==> config.mk <==
export PLATFORM = sky130hd
export DESIGN_NAME = fpu_writeback_queue
export DESIGN_NICKNAME = d
export VERILOG_FILES = /design/src/rtl/fpu_writeback_queue.sv
export SDC_FILE = /design/constraint.sdc
export NUM_CORES = 1
export LEC_CHECK = 0
export CAP_MARGIN = 30
export CORE_MARGIN = 4
export CORE_UTILIZATION = 45
export DETAILED_ROUTE_END_ITERATION = 8
export DONT_BUFFER_PORTS = 1
export GPL_ROUTABILITY_DRIVEN = 1
export PLACE_DENSITY_LB_ADDON = 0.1
export SLEW_MARGIN = 20
export SYNTH_ARGS = -nofsm -noshare
export SYNTH_HDL_FRONTEND = slang
export SYNTH_SLANG_ARGS = --single-unit
export TNS_END_PERCENT = 10
==> constraint.sdc <==
create_clock -name clk -period 5.75 [get_ports clk]
set_clock_uncertainty 0.05 [all_clocks]
set_input_delay 0.2875 -clock clk [delete_from_list [all_inputs] [get_ports clk]]
set_output_delay 0.2875 -clock clk [all_outputs]
set_load 0.05 [all_outputs]
==> src/rtl/fpu_writeback_queue.sv <==
// FPU result queue feeding the FP register-file write port; one-cycle latency from push to wb_*,
// head is held until wb_ready; results arriving while full are dropped and flagged in sticky overflow.
module fpu_writeback_queue #(
   parameter int DEPTH = 4,
   parameter int TAG_W = 5
) (
   input  logic                     clk,
   input  logic                     reset,
   input  logic                     in_valid,
   input  logic [31:0]              in_result,
   input  logic [TAG_W-1:0]         in_rd,
   input  logic                     wb_ready,
   output logic                     wb_en,
   output logic [TAG_W-1:0]         wb_rd,
   output logic [31:0]              wb_data,
   output logic                     full,
   output logic                     empty,
   output logic [$clog2(DEPTH):0]   count,
   output logic                     overflow
);

   localparam int PW = $clog2(DEPTH);
   localparam int CW = PW + 1;

   logic [TAG_W-1:0] rd_mem   [DEPTH];
   logic [31:0]      data_mem [DEPTH];
   logic [PW-1:0]    wr_ptr;
   logic [PW-1:0]    rd_ptr;
   logic             req;
   logic             push;
   logic             pop;
   logic             drop;

   assign empty = (count == '0);
   assign full  = (count == CW'(DEPTH));
   assign wb_en = !empty;

   // x0 destinations are architecturally discarded, so they never occupy a slot
   assign req  = in_valid && (in_rd != '0);
   assign pop  = wb_en && wb_ready;
   assign push = req && (!full || pop);
   assign drop = req && full && !pop;

   assign wb_rd   = empty ? '0 : rd_mem[rd_ptr];
   assign wb_data = empty ? '0 : data_mem[rd_ptr];

   always_ff @(posedge clk or posedge reset) begin
      if (reset) begin
         wr_ptr   <= '0;
         rd_ptr   <= '0;
         count    <= '0;
         overflow <= 1'b0;
      end else begin
         if (push) wr_ptr <= wr_ptr + 1'b1;
         if (pop)  rd_ptr <= rd_ptr + 1'b1;
         if (push && !pop)
            count <= count + 1'b1;
         else if (pop && !push)
            count <= count - 1'b1;
         if (drop) overflow <= 1'b1;
      end
   end

   // Storage is not reset; it is masked on the outputs whenever the queue is empty
   always_ff @(posedge clk) begin
      if (push) begin
         rd_mem[wr_ptr]   <= in_rd;
         data_mem[wr_ptr] <= in_result;
      end
   end

endmodule
# [Yosys cells after proc, flatten, opt, wreduce, memory -nomap -nowiden]
# Memory sizes are Yosys's and may differ from the RTL's.
# Index checks and enable logic that the tools add are counted.
[op_classes] n_addsub=4 n_eq_ne=1 mux=6 reduce_logical=15
[op_table] cell="$mux W32" count=1
[op_table] cell="$logic_and A1 B1 Y1" count=7
[op_table] cell="$mux W3" count=2
[op_table] cell="$mux W5" count=1
[op_table] cell="$reduce_bool A5 Y1" count=1
[op_table] cell="$add A2 B1 Y2 const B" count=2
[op_table] cell="$logic_not A1 Y1" count=4
[op_table] cell="$add A3 B1 Y3 const B" count=1
[op_table] cell="$eq A3 B3 Y1 const B" count=1
[op_table] cell="$logic_not A3 Y1" count=1
[op_table] cell="$sub A3 B1 Y3 const B" count=1
[op_table] cell="$mux W1" count=2
[op_table] cell="$reduce_bool A2 Y1" count=1
[op_table] cell="$logic_or A1 B1 Y1" count=1
[word_totals] reg_bits=8 ramBits=148 in_bits=41 output_inout_bits=44 wordCells=32 n_memories=2
[memory_table] memory="data_mem" depth=4 width=32 read_ports=1 rd_clocked_by_memory_dff=0 write_ports=1 line="26" source="logic [31:0] data_mem [DEPTH];"
[memory_table] memory="rd_mem" depth=4 width=5 read_ports=1 rd_clocked_by_memory_dff=0 write_ports=1 line="25" source="logic [TAG_W-1:0] rd_mem [DEPTH];"

# [Depth between registers and ports, before layout]
# Gate-level depths: netlist of run 1.
[depth] word_depth=9 depth_mapped=8 mapped_depth_nobuf=8

# [Worst setup path after synthesis of run 1]
# OpenSTA, ideal clock, no wires.
[synth_path] path_type="reg-to-reg" start="register count[0]" end="memory data_mem[0][0] (enable)" setup_time_ns=0.398 arrival_time_ns=2.233 t_required_ns=5.302 setup_slack_ns=3.070 stages_incl_launch_ff=4 path_buffers=0 synth_period_minus_slack_ns=2.680 cell_sequence="dfrtp_1 > nor4b_1 > a211oi_2 > and2_1"
[synth_via] elab_chain_cells=7 elab_cells_between_ends=9 cone_classes="eq/ne: 1; mux: 2; reduce/logical: 6"
[synth_rtl] item="start: declaration" line="18" source="output logic [$clog2(DEPTH):0] count,"
[synth_rtl] item="start signal: assignment" line="57" source="count <= count + 1'b1;"
[synth_rtl] item="start signal: assignment" line="59" source="count <= count - 1'b1;"
[synth_rtl] item="$logic_not A3 Y1" line="34" source="assign empty = (count == '0);"
[synth_rtl] item="$logic_not A1 Y1" line="36" source="assign wb_en = !empty;"
[synth_rtl] item="$logic_and A1 B1 Y1" line="40" source="assign pop = wb_en && wb_ready;"
[synth_rtl] item="$logic_or A1 B1 Y1 *" line="41" source="assign push = req && (!full || pop);"
[synth_rtl] item="$logic_and A1 B1 Y1 *" line="41"
[synth_rtl] item="via push" line="30" source="logic push;"
[synth_rtl] item="$mux W1 *" line="66" source="if (push) begin"
[synth_rtl] item="$mux W1 (not written as such) *" line="68" source="data_mem[wr_ptr] <= in_result;"
[synth_rtl] item="end: declaration" line="26"
# The timed path passes the listed nets; every way through them passes the cells marked *.

# [Final worst setup path of run 1]
[layout_path] start="register rd_ptr[0]" end="output port wb_data[29]"
[layout_via] elab_chain_cells=2
[layout_rtl] item="start: declaration" line="28" source="logic [PW-1:0] rd_ptr;"
[layout_rtl] item="start signal: assignment" line="55" source="if (pop) rd_ptr <= rd_ptr + 1'b1;"
[layout_rtl] item="$mem_v2 Z4 W32"
[layout_rtl] item="$mux W32" line="45" source="assign wb_data = empty ? '0 : data_mem[rd_ptr];"
[layout_rtl] item="end: declaration" line="15" source="output logic [31:0] wb_data,"
# No other way between the ends.

==> impl_metrics.csv, run 1 <==
group,metric,value,unit
run_status,status,"complete, no violations",
clocking,numCtsBuffers,17,
floorplanning,die-area,15380,µm²
run,max_cap_viol_count,0,
clocking,cts_tree,"done",
sta,slew_headroom,42.94,%
routing,wl,10670,µm
worst_setup_path,worstPathRequired,5.41,ns
sta,setup_tns,0,ns
routing,drt-vias-per-instance,5.196,
synth,yosysTopAreaCellShare,73.39,%
synth,yosys-top-cells-area,"edfxtp_1 73%, mux4_2 14%, and2_1 4.2%",
grt,grt_usage,14.84,%
sta,fin_crit_sh,52.86,%
layout,mostFrequentLayoutCell,"edfxtp_1",
worst_setup_path,endpoint_kind,"primary output",
worst_setup_path,crit_chain,"buf_4, mux4_2, and2_1",
grt,globalRoute.totalOverflow,0,
place,dp.cells,448,
sta,finalHoldWorstSlack,0.05888,ns
floorplanning,die_x,124.0,µm
layout,stdcell_count,520,
worst_setup_path,reg2reg_slack,2.82,ns
place,io_buffers,0,
grt,grt_max_degree,42,
clocking,clk_pin_slew,0.06,ns
sta,drv_slew,0,
worst_setup_path,cp_max_fo,22,
grt,grt_pass1_vias,2869,
sta,max_freq,0.3290,GHz
worst_setup_path,setup.worst_path.class,"flip-flop to primary output",
floorplanning,start_util,45.91,%
synth,synth_fp_nets,324,
layout,antennaDiodeCount,0,
clocking,cts.sinks,156,
worst_setup_path,slowest_stage,"dfrtp_2",
sta,setup_viol,0,
synth,synth.cell_area,6056,µm²
synth,avgSynthCellArea,21.86,µm²
layout,nFillCells,988,
sta,post-route-min-period,3.039,ns
clocking,clk_path_buf_depth,2,
sta,grt_setup_unrepaired,"no",
synth,synthCells,277,
routing,drc,0,
worst_setup_path,cp-start-kind,"flip-flop",
synth,synth_area_leader_cell,"edfxtp_1",
clocking,root_buffer,"clkbuf_16",
clocking,cts_resized,0,
worst_setup_path,r2r-start,"count[0]",
worst_setup_path,cp_slowest_stage_delay,0.80,ns
worst_hold_path,min_from,"wb_ready",
floorplanning,fp-row-count,42,
floorplanning,core,13190,µm²
sta,hold_viol_final,0,
clocking,clk_latency,0.41,ns
synth,seq_area_frac_synth,76.69,%
floorplanning,dieHeight,124.0,µm
routing,vias,2702,
place,dpl.hpwl,6595,µm
worst_setup_path,cp.buffers_inverters,1,
synth,ys_seq_elements,156,
routing,wire_per_inst,20.52,µm
sta,tightest_slew,0.8521,ns
grt,grt_pass1_wl,16280,µm
layout,area_growth,22.36,%
grt,antenna_found_initial,0,
layout,fin_nets,378,
layout,final_core_util,56.18,%
worst_setup_path,critPathTopFamily,"flip-flops",
worst_hold_path,min_path_type,"input port to flip-flop",
clocking,htreeDepth,4,
synth,ys_types,24,
layout,layout-drive-gt1-share,24.13,%
worst_setup_path,arrival,2.70,ns
routing,drtPass1Iterations,4,
layout,layout_common_cells,"148 x edfxtp_1, 39 x dlygate4sd3_1, 37 x mux4_2, 37 x and2_1, 17 x clkbuf_16",
routing,ant_nets,0,
floorplanning,io_pins,85,
place,globalplace.congestion,0.6707,
worst_setup_path,startpoint,"rd_ptr[0]",
routing,drt-initial-drc-count,222,
synth,yosysWarnings,0,
-- metal layers --
layer | track usage (%) | wire, µm
met5 | 0 | 0
met4 | 5.133 | 105
met3 | 4.950 | 656
met2 | 23.93 | 5430
met1 | 19.03 | 4478
-- per-stage QoR --
step | instance area (µm²) | setup slack, ns
finish | 7410 | 2.711
global route | 7410 | 2.507
CTS | 7390 | 2.611
global placement | 6226 | 2.681
floorplan | 6056 | 3.070
detailed placement | 6369 | 2.644
-- final cells by class --
class / count / area (µm²) / share of cell area, %
Clock buffer: 19 / 432.9 / 5.843
Multi-Input combinational cell: 102 / 1325 / 17.88
Clock inverter: 13 / 197.7 / 2.668
Timing Repair Buffer: 47 / 560.5 / 7.565
Sequential cell: 156 / 4647 / 62.72
Inverter: 7 / 26.28 / 0.3546
Tap cell: 176 / 220.2 / 2.972
-- sequential cells by signal, summed over array words and instances (netlist names) --
signal and cells:
rd_mem 20, wr_ptr 2, rd_ptr 2, count 3, overflow 1, data_mem 128
-- worst register-to-register path, delay by kind of cell, from the launching register on --
family        cells  cell delay (ns)
xor+xnor          2             0.32
fa+ha+maj         2             0.56
buf+inv           2             0.31
flops             1             0.63
simple gates      3             0.97
-- final timing paths --
check                               to  depth (start not counted)
setup / recovery           wb_data[29]                          3
hold / removal                overflow                          2
setup reg to reg              count[2]                          9
hold reg to reg              wr_ptr[1]                          1
max in group asynchronous    rd_ptr[1]                          2
min in group asynchronous    wr_ptr[0]                          2
-- timing repair --
item,CTS,global route
hold endpoints to repair,158,0
setup buffers,0,0
hold buffers,39,0
-- cells by family (layout without fill, tap and decap cells) --
| family | count (synthesis) | in the layout | synth area share, % |
|---|---|---|---|
| compound gates | 3 | 3 | 0.4132 |
| xor+xnor | 6 | 6 | 0.8678 |
| fa+ha+maj | 6 | 6 | 1.364 |
| buf+inv | 19 | 86 | 1.612 |
| flops | 156 | 156 | 76.69 |
| mux | 39 | 39 | 14.13 |
| simple gates | 48 | 48 | 4.917 |
-- Yosys cell counts --
master and n:
edfxtp_1 148, and2_1 41, mux4_2 37, dfrtp_1 8
inv_1 7, clkbuf_1 5, ha_1 5, xnor2_1 4
buf_2 3, buf_4 2, buf_6 2, mux2_2 2
xor2_1 2, a211oi_2 1, a21o_1 1, a21oi_1 1
fa_1 1, nand2_1 1, nand3_1 1, nor2_1 1
nor3b_1 1, nor4_1 1, nor4b_1 1, or3_1 1
Power of run 1 is not shown: default switching activity piles up to over one toggle a cycle in this logic, so the estimate is an artifact.
==> inputs of run 2 (changes only) <==
--- a/config.mk
+++ b/config.mk
@@ -5,6 +5,7 @@
 export SDC_FILE = /design/constraint.sdc
 export NUM_CORES = 1
 export LEC_CHECK = 0
+export ABC_AREA = 1
 export CAP_MARGIN = 30
 export CORE_MARGIN = 4
 export CORE_UTILIZATION = 45
==> constraint.sdc (replaced) <==
create_clock -name clk -period 2.7 [get_ports clk]
set_clock_uncertainty 0.05 [all_clocks]
set_input_delay 0.135 -clock clk [delete_from_list [all_inputs] [get_ports clk]]
set_output_delay 0.135 -clock clk [all_outputs]
set_load 0.05 [all_outputs]
==> impl_metrics.csv, run 2 <==
group,metric,value,unit
clocking,clk_latency,0.42,ns
routing,drtPass1Iterations,4,
layout,largest_reg_flops,128,
worst_setup_path,endpoint_kind,"primary output",
run_status,status,"complete, no violations",
layout,registers.top_by_ff_count,"data_mem",
layout,stdcell_count,772,
routing,ant_nets,0,
layout,mostFrequentLayoutCell,"nor2_1",
grt,globalRoute.totalOverflow,0,
grt,antenna_found_initial,0,
worst_setup_path,worstPathRequired,2.52,ns
layout,antennaDiodeCount,0,
worst_hold_path,hold_depth,4,
floorplanning,die-area,15750,µm²
sta,hold_viol_final,0,
synth,synth.cell_area,6215,µm²
synth,synthCells,496,
layout,fin_nets,632,
worst_setup_path,r2r_end,"count[1]",
synth,synth_ff_type,"edfxtp_1",
synth,yosys-top-cells-area,"edfxtp_1 72%, nor2_1 9.4%, o21ai_1 3.7%",
worst_setup_path,r2r-start,"count[0]",
clocking,cts.sinks,156,
synth,yosysTopAreaCellShare,71.51,%
worst_hold_path,min_path_type,"input port to flip-flop",
sta,setup_tns,0,ns
worst_setup_path,cp_max_fo,24,
worst_setup_path,critPathTopFamily,"flip-flops",
worst_setup_path,reg2reg_depth,8,
clocking,numCtsBuffers,17,
floorplanning,io_pins,85,
worst_setup_path,slowest_stage,"dfrtp_2",
synth,synth_enable_flop_cells,148,
grt,grt_usage,17.43,%
sta,max_freq,0.4337,GHz
synth,avgSynthCellArea,12.53,µm²
synth,synth_area_leader_cell,"edfxtp_1",
synth,yosysWarnings,0,
worst_setup_path,setup.worst_path.class,"flip-flop to primary output",
layout,design_area,7746,µm²
place,dp.cells,701,
worst_setup_path,cp_slowest_stage_delay,0.65,ns
floorplanning,die_x,125.5,µm
synth,synth_commonest_cells,"155 x nor2_1, 148 x edfxtp_1, 46 x o21ai_1, 38 x a21oi_1, 28 x o21ai_0",
worst_setup_path,cp-start-kind,"flip-flop",
grt,grt_pass1_wl,21120,µm
routing,drt-initial-drc-count,252,
routing,drc,0,
sta,drv_slew,0,
clocking,clk_pin_slew,0.06,ns
synth,ys_seq_elements,156,
sta,setup_viol,0,
run,max_cap_viol_count,0,
worst_hold_path,min_from,"in_rd[4]",
clocking,root_buffer,"clkbuf_16",
worst_setup_path,reg2reg_slack,0.63,ns
routing,drt-vias-per-instance,5.053,
sta,setup_slack,0.3940,ns
clocking,clk_path_buf_depth,2,
layout,area_growth,24.64,%
place,pre_cts_ws,0.6457,ns
clocking,cts_tree,"done",
clocking,cts_resized,0,
place,dpl.hpwl,7553,µm
sta,fin_crit_sh,85.41,%
synth,seq_area_frac_synth,74.73,%
sta,grt_setup_unrepaired,"no",
floorplanning,core,13400,µm²
synth,synth_fp_nets,543,
worst_setup_path,crit_top_cell,"buf_4",
sta,tightest_slew,0.4688,ns
floorplanning,start_util,46.38,%
worst_setup_path,cp.buffers_inverters,3,
clocking,htreeDepth,4,
worst_hold_path,worst_hold_path.endpoint,"wr_ptr[0]",
layout,layout-drive-gt1-share,15.10,%
layout,layout_common_cells,"151 x nor2_1, 148 x edfxtp_1, 52 x buf_4",
routing,wire_per_inst,17.08,µm
worst_setup_path,arrival,2.12,ns
grt,grt_max_degree,76,
grt,grt_pass1_vias,3933,
layout,top_regs,"data_mem: 128 flops, rd_mem: 20 flops, count: 3 flops",
routing,wl,13180,µm
synth,yosysMostFrequentCell,"nor2_1",
floorplanning,fp-row-count,42,
routing,vias,3901,
synth,synthArstFlopShare,5.128,%
sta,post-route-min-period,2.306,ns
worst_setup_path,crit_chain,"clkinv_1, buf_4, nor2_1, o21ai_1, a21oi_1, buf_4",
sta,slew_headroom,68.75,%
place,globalplace.congestion,0.7201,
floorplanning,dieHeight,125.5,µm
place,placed_cell_area,6800,µm²
place,io_buffers,0,
synth,ys_types,22,
run 2: changes by cell type after synthesis, sizes merged, moves of 3 or more:
cell | before | now
nor2 | 1 | 155
xnor2 | 4 | 1
nand2 | 1 | 10
mux4 | 37 | 0
nand3 | 1 | 4
inv | 7 | 17
o21ai | 0 | 74
and2 | 41 | 0
a21oi | 1 | 38
buf | 7 | 21
run 2: logic make-up after synthesis:
kind of cell | synth area share (%)
fa+ha+maj | 1.329
mux | 0.1812
simple gates | 10.49
flops | 74.73
compound gates | 9.140
xor+xnor | 0.5638
buf+inv | 3.563
run 2: per-stage QoR:
step           hold slack, ns  utilization, %
2_1_floorplan        -0.09934               -
3_3_place_gp         -0.04996           50.75
3_5_place_dp         -0.04392           50.75
4_1_cts              0.003333           57.81
5_1_grt               0.03625           57.81
6_report              0.01894           57.81
run 2: layer usage:
layer | routed length (µm) | GRT usage [%] | up-vias
li1 | - | - | 1918
met1 | 5980 | 22.42 | 1884
met2 | 6438 | 28.67 | 89
met3 | 624 | 4.691 | 10
met4 | 140 | 6.186 | 0
met5 | 0 | 0 | -
run 2: worst max path at each step:
stage / slack, ns / end / cells after the start / start
finish: 0.39 / wb_data[2] / 6 / rd_ptr[1]
global route: 0.23 / wb_data[18] / 6 / rd_ptr[1]
CTS: 0.37 / wb_data[14] / 6 / rd_ptr[1]
detailed placement: 0.65 / count[1] / 8 / count[0]
global placement: 0.70 / count[1] / 8 / count[0]
floorplan: -0.56 / data_mem[0][0] / 4 / count[0]
run 2: cell type report:
cell class                      instances  area (µm²)
Fill cell                            1138        5654
Multi-Input combinational cell        295        1379
Clock inverter                         12       106.4
Tap cell                              176       220.2
Timing Repair Buffer                   98       900.9
Clock buffer                           18       429.2
Inverter                               17       63.81
Sequential cell                       156        4647
run 2: repair_timing:
item                                   4_1_cts  5_1_grt
hold buffers                                41        0
endpoints found under the hold margin      161        0
setup buffers                                0        0
run 2: tightest hold or removal path, stage by stage:
cell	delay (ns)
inv_1	0.02
nand3_1	0.13
nand4_1	0.10
nand2_1	0.07
Power of run 2 is left out for the same reason.
==> inputs of run 3 (changes only) <==
--- a/config.mk
+++ b/config.mk
@@ -5,13 +5,13 @@
 export SDC_FILE = /design/constraint.sdc
 export NUM_CORES = 1
 export LEC_CHECK = 0
-export ABC_AREA = 1
+export BUFFER_PORTS_ARGS = -buffer_cell sky130_fd_sc_hd__buf_2
 export CAP_MARGIN = 30
 export CORE_MARGIN = 4
 export CORE_UTILIZATION = 45
 export DETAILED_ROUTE_END_ITERATION = 8
-export DONT_BUFFER_PORTS = 1
 export GPL_ROUTABILITY_DRIVEN = 1
+export GPL_TIMING_DRIVEN = 0
 export PLACE_DENSITY_LB_ADDON = 0.1
 export SLEW_MARGIN = 20
 export SYNTH_ARGS = -nofsm -noshare
==> impl_metrics.csv, run 3 (synthesis results as in run 1) <==
group,metric,value,unit
layout,antennaDiodeCount,0,
worst_setup_path,r2r_end,"data_mem[1][3]",
worst_setup_path,endpoint_kind,"flip-flop",
worst_setup_path,reg2reg_depth,4,
run,max_cap_viol_count,0,
worst_setup_path,arrival,2.40,ns
layout,stdcell_count,611,
routing,drt-vias-per-instance,4.928,
power,internal-power,5.942,mW
floorplanning,dieHeight,124.0,µm
routing,drt-initial-drc-count,200,
clocking,clk_pin_slew,0.06,ns
clocking,root_buffer,"clkbuf_16",
layout,layout_common_cells,"148 x edfxtp_1, 87 x buf_2, 39 x dlygate4sd3_1",
place,dp.cells,541,
worst_setup_path,reg2reg_slack,0.37,ns
sta,hold_viol_final,0,
routing,drtPass1Iterations,4,
power,switchingPower,3.907,mW
layout,fin_nets,470,
layout,mostFrequentLayoutCell,"edfxtp_1",
clocking,htreeDepth,4,
power,leakage,2.762,nW
worst_hold_path,worst_hold_path.endpoint,"overflow",
clocking,cts_tree,"done",
layout,registers.top_by_ff_count,"data_mem",
layout,top_regs,"data_mem: 128 flops, rd_mem: 20 flops, count: 3 flops",
power,power_frac_clock,22.7,%
layout,largest_reg_flops,128,
layout,layout-drive-gt1-share,38.85,%
worst_setup_path,setup.worst_path.class,"flip-flop to flip-flop",
worst_setup_path,worstPathRequired,2.77,ns
floorplanning,io_pins,85,
clocking,clk_latency,0.41,ns
worst_hold_path,min_from,"in_valid",
worst_setup_path,r2r-start,"count[2]",
grt,grt_usage,15.38,%
floorplanning,die_x,124.0,µm
floorplanning,core,13190,µm²
grt,globalRoute.totalOverflow,0,
layout,area_growth,27.87,%
layout,design_area,7744,µm²
place,io_buffers,84,
power,ir_drop,0.6539,mV
floorplanning,die-area,15380,µm²
floorplanning,fp-row-count,42,
sta,fin_crit_sh,86.32,%
sta,slew_headroom,54.74,%
run_status,status,"complete, no violations",
place,globalplace.congestion,0.6923,
clocking,cts.sinks,156,
power,p_sw_share,39.67,%
routing,vias,3011,
routing,wire_per_inst,18.05,µm
routing,wl,11030,µm
power,p_comb_share,43.5,%
worst_hold_path,hold_depth,4,
worst_setup_path,cp_max_fo,22,
sta,tightest_slew,0.6789,ns
clocking,clk_path_buf_depth,2,
sta,drv_slew,0,
grt,antenna_found_initial,0,
place,placed_cell_area,6797,µm²
clocking,numCtsBuffers,17,
sta,setup_viol,0,
worst_setup_path,cp-start-kind,"flip-flop",
sta,max_freq,0.4291,GHz
worst_hold_path,min_path_type,"input port to flip-flop",
sta,grt_setup_unrepaired,"no",
grt,grt_pass1_wl,17150,µm
grt,grt_pass1_vias,3190,
place,dpl.hpwl,7036,µm
power,seqPwrFrac,33.8,%
power,power_density,1272,nW/µm²
sta,post-route-min-period,2.331,ns
routing,ant_nets,0,
grt,grt_max_degree,23,
floorplanning,start_util,45.91,%
routing,drc,0,
run 3: metrics by stage:
step | utilization (%) | worst slack [ns] | hold WS [ns] | power, mW | TNS [ns]
after CTS | 58.71 | 0.3116 | 0.03850 | 9.994 | 0
after global placement | 50.77 | -0.5132 | 0.05232 | 7.613 | -75.39
after global routing | 58.71 | 0.1735 | 0.07782 | 10.35 | 0
after floorplan | - | 0.01958 | -0.09934 | 6.647 | 0
after detailed placement | 51.53 | 0.3253 | 0.06600 | 7.722 | 0
final | 58.71 | 0.3693 | 0.04966 | 9.849 | 0
run 3: layout make-up:
class	count	area, µm²
flip-flops and latches	156	4644
fillers	1005	5446
clock buffers	18	429.2
repair buffers	127	905.9
clock inverters	13	127.6
well taps	176	220.2
inverters	7	26.28
plain buffers	12	71.32
multi-input cells	102	1319
run 3: repair_timing:
action | 4_1_cts | 5_1_grt
hold endpoints to repair | 158 | 0
gates resized for setup | 0 | 0
hold buffers | 39 | 0
buffers inserted | 0 | 0
run 3: worst max-delay path by stage:
| stage | startpoint | endpoint | slack, ns |
|---|---|---|---|
| final | count[2] | data_mem[1][3] | 0.37 |
| after global routing | count[2] | count[2] | 0.17 |
| after CTS | count[2] | data_mem[1][13] | 0.31 |
| after detailed placement | count[2] | data_mem[1][15] | 0.33 |
| after global placement | count[2] | data_mem[1][15] | -0.51 |
| after floorplan | count[0] | data_mem[2][0] | 0.02 |
run 3: power groups by stage:
stage	logic, mW	registers, mW	clock network [mW]
floorplan	3.19	3.46	0
global placement	4.22	3.39	0
detailed placement	4.34	3.38	0
CTS	4.38	3.34	2.27
global route	4.58	3.37	2.39
finish	4.29	3.33	2.24
run 3: critical path, stage by stage (launching register included):
cell      delay [ns]
dfrtp_1         0.42
nor4b_1         0.18
a211oi_2        0.46
and2_2          0.68
buf_16          0.24
run 3: layer usage:
metal  routed length [µm]  global-route usage, %  vias up
met5                    0                      0        -
met4                  108                  4.928        0
met3                  491                  4.541        7
met2                 5674                  24.87       66
met1                 4757                  20.22     1537
li1                     -                      -     1401
(Power assumes the default switching activity.)
